**config.mk**
```make
export PLATFORM = sky130hd
export DESIGN_NAME = banco_registros_param
export DESIGN_NICKNAME = d
export VERILOG_FILES = /design/src/rtl/banco_pkg.sv /design/src/rtl/banco_clr_fsm.sv /design/src/rtl/banco_registros_param.sv
export SDC_FILE = /design/constraint.sdc
export NUM_CORES = 2
export LEC_CHECK = 0
export BUFFER_PORTS_ARGS = -buffer_cell sky130_fd_sc_hd__buf_4
export CORE_MARGIN = 3
export CORE_UTILIZATION = 40
export DETAILED_ROUTE_END_ITERATION = 8
export PLACE_DENSITY = 0.56
export SETUP_SLACK_MARGIN = 0.05
export SLEW_MARGIN = 20
export SYNTH_ARGS = -nofsm -noshare
export SYNTH_HDL_FRONTEND = slang
export SYNTH_HIERARCHICAL = 1
export SYNTH_SLANG_ARGS = --single-unit
```
**constraint.sdc**
```tcl
create_clock -name clk -period 30.1 [get_ports clk]
set_input_delay 1.505 -clock clk [delete_from_list [all_inputs] [get_ports clk]]
set_output_delay 1.505 -clock clk [all_outputs]
set_load 0.05 [all_outputs]
```
**src/rtl/banco_pkg.sv**
```systemverilog
// -----------------------------------------------------------------------------
// banco_pkg
// Shared definitions for the register bank and its neighbours (ALU, writeback
// mux). Holds the clear-engine state encoding and the default bank geometry.
// Optional feature macro used by the bank: BANCO_BYPASS_EN (write-through
// forwarding); it is handled in banco_registros_param, not here.
// -----------------------------------------------------------------------------
package banco_pkg;

  // Clear-engine states: idle, or walking the array zeroing one entry a cycle
  typedef enum logic {
    IDLE  = 1'b0,
    CLEAR = 1'b1
  } estado_t;

  // Default geometry, shared with the ALU and the writeback mux
  localparam int BANCO_WIDTH = 32;
  localparam int BANCO_DEPTH = 32;

endpackage

```
**src/rtl/banco_clr_fsm.sv**
```systemverilog
// -----------------------------------------------------------------------------
// banco_clr_fsm
// Sequential bulk-clear engine for the register bank. After a clr_start pulse
// in IDLE it spends exactly DEPTH cycles in CLEAR, presenting one address per
// cycle to the array together with a clear strobe. It also flags writes that
// arrive while it is busy, since the array drops those writes.
// Ports:
//   clk       in   rising-edge clock
//   rst       in   asynchronous active-high reset
//   clr_start in   single-cycle pulse, start a clear (ignored while busy)
//   we        in   write enable from writeback, only used to detect drops
//   busy      out  high while in CLEAR
//   wr_err    out  registered one-cycle pulse per write dropped while busy
//   clr_we    out  clear strobe to the array
//   clr_addr  out  entry to clear this cycle
// Configuration macro: none (BANCO_BYPASS_EN is handled in the top).
// -----------------------------------------------------------------------------
module banco_clr_fsm
  import banco_pkg::*;
#(
  parameter int DEPTH = BANCO_DEPTH,
  parameter int AW    = $clog2(DEPTH)
) (
  input  logic          clk,
  input  logic          rst,
  input  logic          clr_start,
  input  logic          we,
  output logic          busy,
  output logic          wr_err,
  output logic          clr_we,
  output logic [AW-1:0] clr_addr
);

  localparam logic [AW-1:0] LAST_ADDR = AW'(DEPTH - 1);

  estado_t       r_state;
  estado_t       w_stateNext;
  logic [AW-1:0] r_cnt;
  logic [AW-1:0] w_cntNext;
  logic          r_wrErr;

  // State and counter registers; reset aborts any clear in progress at once
  always_ff @(posedge clk or posedge rst) begin
    if (rst) begin
      r_state <= IDLE;
      r_cnt   <= '0;
    end else begin
      r_state <= w_stateNext;
      r_cnt   <= w_cntNext;
    end
  end

  // Next-state logic. The counter is parked at 0 on leaving CLEAR so the
  // terminal compare against DEPTH-1 never lets it wrap.
  always_comb begin
    w_stateNext = r_state;
    w_cntNext   = r_cnt;
    case (r_state)
      IDLE: begin
        if (clr_start) begin
          w_stateNext = CLEAR;
          w_cntNext   = '0;
        end
      end
      CLEAR: begin
        if (r_cnt == LAST_ADDR) begin
          w_stateNext = IDLE;
          w_cntNext   = '0;
        end else begin
          w_cntNext = r_cnt + 1'b1;
        end
      end
      default: begin
        w_stateNext = IDLE;
        w_cntNext   = '0;
      end
    endcase
  end

  // A write presented while busy is dropped by the array; flag it one cycle
  // later so writeback can see its result was lost
  always_ff @(posedge clk or posedge rst) begin
    if (rst) begin
      r_wrErr <= 1'b0;
    end else begin
      r_wrErr <= we && busy;
    end
  end

  assign busy     = (r_state == CLEAR);
  assign clr_we   = busy;
  assign clr_addr = r_cnt;
  assign wr_err   = r_wrErr;

endmodule

```
**src/rtl/banco_registros_param.sv**
```systemverilog
// -----------------------------------------------------------------------------
// banco_registros_param
// Parametrised register bank between decode (read addresses) and writeback
// (write port): one write port, two zero-latency read ports, optional
// hardwired-zero register 0, and a bulk-clear engine that zeroes the bank one
// entry per cycle.
// Ports:
//   clk, rst        rising-edge clock, asynchronous active-high reset
//   we, wa, wd      write port, sampled at clk rise, dropped while busy
//   ra1/rd1, ra2/rd2 combinational read ports
//   clr_start       single-cycle pulse, start bulk clear
//   busy            high while the clear engine runs
//   wr_err          one-cycle pulse after a write was dropped during a clear
// Configuration macro: BANCO_BYPASS_EN -- when defined, an accepted write whose
// address matches a read address is forwarded to that read port in the same
// cycle; when undefined, reads show the old value until the write edge.
// -----------------------------------------------------------------------------
module banco_registros_param
  import banco_pkg::*;
#(
  parameter int  WIDTH   = BANCO_WIDTH,
  parameter int  DEPTH   = BANCO_DEPTH,
  localparam int AW      = $clog2(DEPTH),
  parameter int  R0_ZERO = 1
) (
  input  logic             clk,
  input  logic             rst,
  input  logic             we,
  input  logic [AW-1:0]    wa,
  input  logic [WIDTH-1:0] wd,
  input  logic [AW-1:0]    ra1,
  input  logic [AW-1:0]    ra2,
  output logic [WIDTH-1:0] rd1,
  output logic [WIDTH-1:0] rd2,
  input  logic             clr_start,
  output logic             busy,
  output logic             wr_err
);

  logic [WIDTH-1:0] r_mem [DEPTH];
  logic             w_busy;
  logic             w_clrWe;
  logic [AW-1:0]    w_clrAddr;
  logic             w_wrAccept;
  logic             w_r0Rd1;
  logic             w_r0Rd2;
  logic             w_fwd1;
  logic             w_fwd2;

  banco_clr_fsm #(
    .DEPTH (DEPTH),
    .AW    (AW)
  ) u_clrFsm (
    .clk       (clk),
    .rst       (rst),
    .clr_start (clr_start),
    .we        (we),
    .busy      (w_busy),
    .wr_err    (wr_err),
    .clr_we    (w_clrWe),
    .clr_addr  (w_clrAddr)
  );

  // Writes to the hardwired-zero register are discarded silently, and all
  // writes are refused while the clear engine owns the array
  assign w_wrAccept = we && !w_busy && !((R0_ZERO != 0) && (wa == '0));

  // Storage array. The clear strobe and an accepted write are mutually
  // exclusive because writes are refused while busy.
  always_ff @(posedge clk or posedge rst) begin
    if (rst) begin
      for (int i = 0; i < DEPTH; i++) begin
        r_mem[i] <= '0;
      end
    end else if (w_clrWe) begin
      r_mem[w_clrAddr] <= '0;
    end else if (w_wrAccept) begin
      r_mem[wa] <= wd;
    end
  end

  assign w_r0Rd1 = (R0_ZERO != 0) && (ra1 == '0);
  assign w_r0Rd2 = (R0_ZERO != 0) && (ra2 == '0);

`ifdef BANCO_BYPASS_EN
  // Write-through: an accepted write is visible on a matching read port in the
  // same cycle (w_wrAccept already excludes the hardwired-zero case)
  assign w_fwd1 = w_wrAccept && (wa == ra1);
  assign w_fwd2 = w_wrAccept && (wa == ra2);
`else
  assign w_fwd1 = 1'b0;
  assign w_fwd2 = 1'b0;
`endif

  assign rd1  = w_r0Rd1 ? '0 : (w_fwd1 ? wd : r_mem[ra1]);
  assign rd2  = w_r0Rd2 ? '0 : (w_fwd2 ? wd : r_mem[ra2]);
  assign busy = w_busy;

endmodule

```
==> results.sh <==
export IMPL_outcome="complete, no violations"
export IMPL_async_reset_ff_share_pct=100.0
export IMPL_fin_ws_ps=22970
export IMPL_fin_area_um2=60530
export IMPL_relSlewSlack_pct=19.31
export IMPL_drt_iter0_drc=5976
export IMPL_final_max_slew_violation_count=0
export IMPL_combPwrFrac_pct=20.7
export IMPL_std_cell_rows=134
export IMPL_dp_hpwl_um=119400
export IMPL_post_drt_wl_per_cell_um=36.38
export IMPL_synth_warnings=6
export IMPL_grt_pass1_vias=41940
export IMPL_drive_gt1_share_pct=23.86
export IMPL_avgViaCountPerCell=7.040
export IMPL_holdBufCountCts=0
export IMPL_drt_total_wl_um=222000
export IMPL_cts_resized=0
export IMPL_critical_path_required_ps=28600
export IMPL_setup_viol=0
export IMPL_pre_cts_slack_ps=23000
export IMPL_fin_crit_ps=7131
export IMPL_hold_viol=0
export IMPL_max_freq_mhz=140.2
export IMPL_vias=42958
export IMPL_fin_cells=6102
export IMPL_cts_made_buffers=114
export IMPL_synthTopCellsByArea="dfrtp_1, mux4_2, a22o_1"
export IMPL_clk_pin_slew_worst_paths_ps=60
export IMPL_r2r_cells=7
export IMPL_antenna_found_initial=8
export IMPL_peakVddDrop_mv=0.04896
export IMPL_powerDensity_nw_per_um2=66.41
export IMPL_period_share_pct=23.69
export IMPL_clock_path_buffers=3
export IMPL_placed_cell_area_um2=56610
export IMPL_place_congestion=0.8679
export IMPL_dieArea_um2=139800
export IMPL_critPathSlowestCell="a311oi_1"
export IMPL_final_antenna_net_count=0
export IMPL_dp_cells=5885
export IMPL_crit_top_cell="buf_4"
export IMPL_nets=4288
export IMPL_synth_edf_count=0
export IMPL_grt_setup_unrepaired="no"
export IMPL_first_pass_iters=6
export IMPL_cts_root_buffer="clkbuf_16"
export IMPL_globalRouteTotalUtil_pct=31.17
export IMPL_fin_hold_ws_ps=511.3
export IMPL_p_clk_share_pct=36.5
export IMPL_min_path_type="flip-flop to flip-flop"
export IMPL_syn_area_per_cell_um2=12.31
export IMPL_p_seq_share_pct=42.8
export IMPL_grt_pass1_wl_um=317500
export IMPL_die_w_um=374.0
export IMPL_cp_start_kind="primary input"
export IMPL_area_delta_synth_final_pct=11.77
export IMPL_p_leak_nw=26.13
export IMPL_swShare_pct=32.54
export IMPL_syn_area_um2=54160
export IMPL_syn_nets=4455
export IMPL_io_buffer_count=116
export IMPL_pin_count=117
export IMPL_synth_top_area_cell="dfrtp_1"
export IMPL_htreeDepth=3
export IMPL_syn_inst=4401
export IMPL_post_cts_buffers=0
export IMPL_tightest_slew_ps=1208
export IMPL_synth_top_area_share_pct=47.64
export IMPL_initial_core_util_pct=40.43
export IMPL_synth_seq_cells=1031
export IMPL_clk_latency_ps=740
export IMPL_cts_sinks=1031
export IMPL_max_stage_delay_ps=860
export IMPL_grt_ovfl_total=0
export IMPL_cap_violations=0
export IMPL_path_cells="buf_8, buf_4, or4_2, buf_4, o21ai_0, a311oi_1, buf_4"
export IMPL_fin_skew_ps=23.30
export IMPL_ys_flop_type="dfrtp_1"
export IMPL_core_area_um2=134000
export IMPL_drc=0
export IMPL_p_sw_mw=1.308
export IMPL_cp_max_fo=67
export IMPL_cts_tree="built"
export IMPL_p_int_mw=2.712
export IMPL_path_class="primary input to output port"
export IMPL_cp_end_kind="output port"
export IMPL_fp_dieH_um=374.0
export IMPL_holdPathStages=1
export IMPL_fin_setup_tns_ps=0
export IMPL_synth_cell_types=47
export IMPL_grt_start_max_net_pins=170
export IMPL_ys_seq_area_share_pct=47.64
export IMPL_worstPathArrival_ps=5630
[through the flow]
| step | utilization (%) | total power [mW] |
|---|---|---|
| after global placement | 42.25 | 2.530 |
| after detailed placement | 42.26 | 2.551 |
| after global routing | 45.18 | 4.158 |
| final | 45.19 | 4.020 |
| after floorplan | - | 2.213 |
| after CTS | 45.15 | 4.011 |
[cells by family after synthesis]
family	synth area share, %
xor+xnor	0.01617
mux	22.33
buf+inv	3.997
fa+ha+maj	0.06932
flops	47.64
compound gates	18.91
simple gates	7.044
[power by group through the flow]
stage               registers (mW)  clock network (mW)  logic (mW)
floorplan                     1.69                   0       0.520
global placement              1.73                   0       0.801
detailed placement            1.74                   0       0.814
CTS                           1.71                1.48       0.815
global route                  1.74                1.54       0.880
finish                        1.72                1.47       0.830
[path summary, 6_finish.rpt]
path	from	end	slack, ps
max in group asynchronous	rst	r_mem[684]	25600
min	r_mem[992]	r_mem[992]	510
min in group asynchronous	rst	u_clrFsm/wr_err	740
max reg2reg	u_clrFsm/busy	r_mem[939]	26420
max	ra1[1]	rd1[26]	22970
min reg2reg	r_mem[992]	r_mem[992]	510
[state kept, by name, summed over array words and instances (netlist names)]
name               count
r_mem               1024
u_clrFsm/busy          1
u_clrFsm/clr_addr      5
u_clrFsm/wr_err        1
[routing by layer]
metal	global-route usage, %	wire length, µm	up-vias
met5	0	27	-
met1	42.80	87160	22568
li1	-	-	16675
met3	9.331	26900	582
met4	14.66	11190	4
met2	45.36	96720	3129
[area by class of cell]
type / count / area [µm²]
well taps: 1768 / 2212
fillers: 11887 / 73430
repair buffers: 246 / 1958
multi-input cells: 2835 / 26650
clock inverters: 44 / 525.5
clock buffers: 168 / 3348
inverters: 6 / 31.28
flip-flops and latches: 1031 / 25800
diodes: 4 / 10.01
[cells in the final DEF (no fill, tap or decap), types with 64 or more instances in the layout]
cell type and count:
clkbuf_16 116, mux4_2 448, a211oi_1 64, o21ai_0 367, dfrtp_1 1031, nor2b_1 66, nand2_1 615, mux2_2 64
buf_4 232, a311oi_1 64, a22oi_1 64, a22o_1 705, mux2i_1 128
[cells in the mapped netlist (6+ instances only)]
library cell     n
a311oi_1        64
a211oi_1        64
a221oi_1        47
nor4_4           7
mux2i_1        128
o2111ai_1       17
clkbuf_1       404
nand2_1        625
nor2_1          12
a21oi_1         21
buf_1           24
nor2b_1         70
buf_2           95
nand3_1         35
nor3_4           6
a22oi_1         64
dfrtp_1       1031
o21ai_0        367
a22o_1         705
mux4_2         448
nor3_2           7
mux2_2          64
and2_1          35
nor3_1          12
[worst max-delay path, delay by kind of cell]
family / cells / cell delay, ps
buf+inv: 4 / 2310
simple gates: 1 / 380
compound gates: 2 / 1220
No activity file was read; power rests on OpenSTA's default activity.
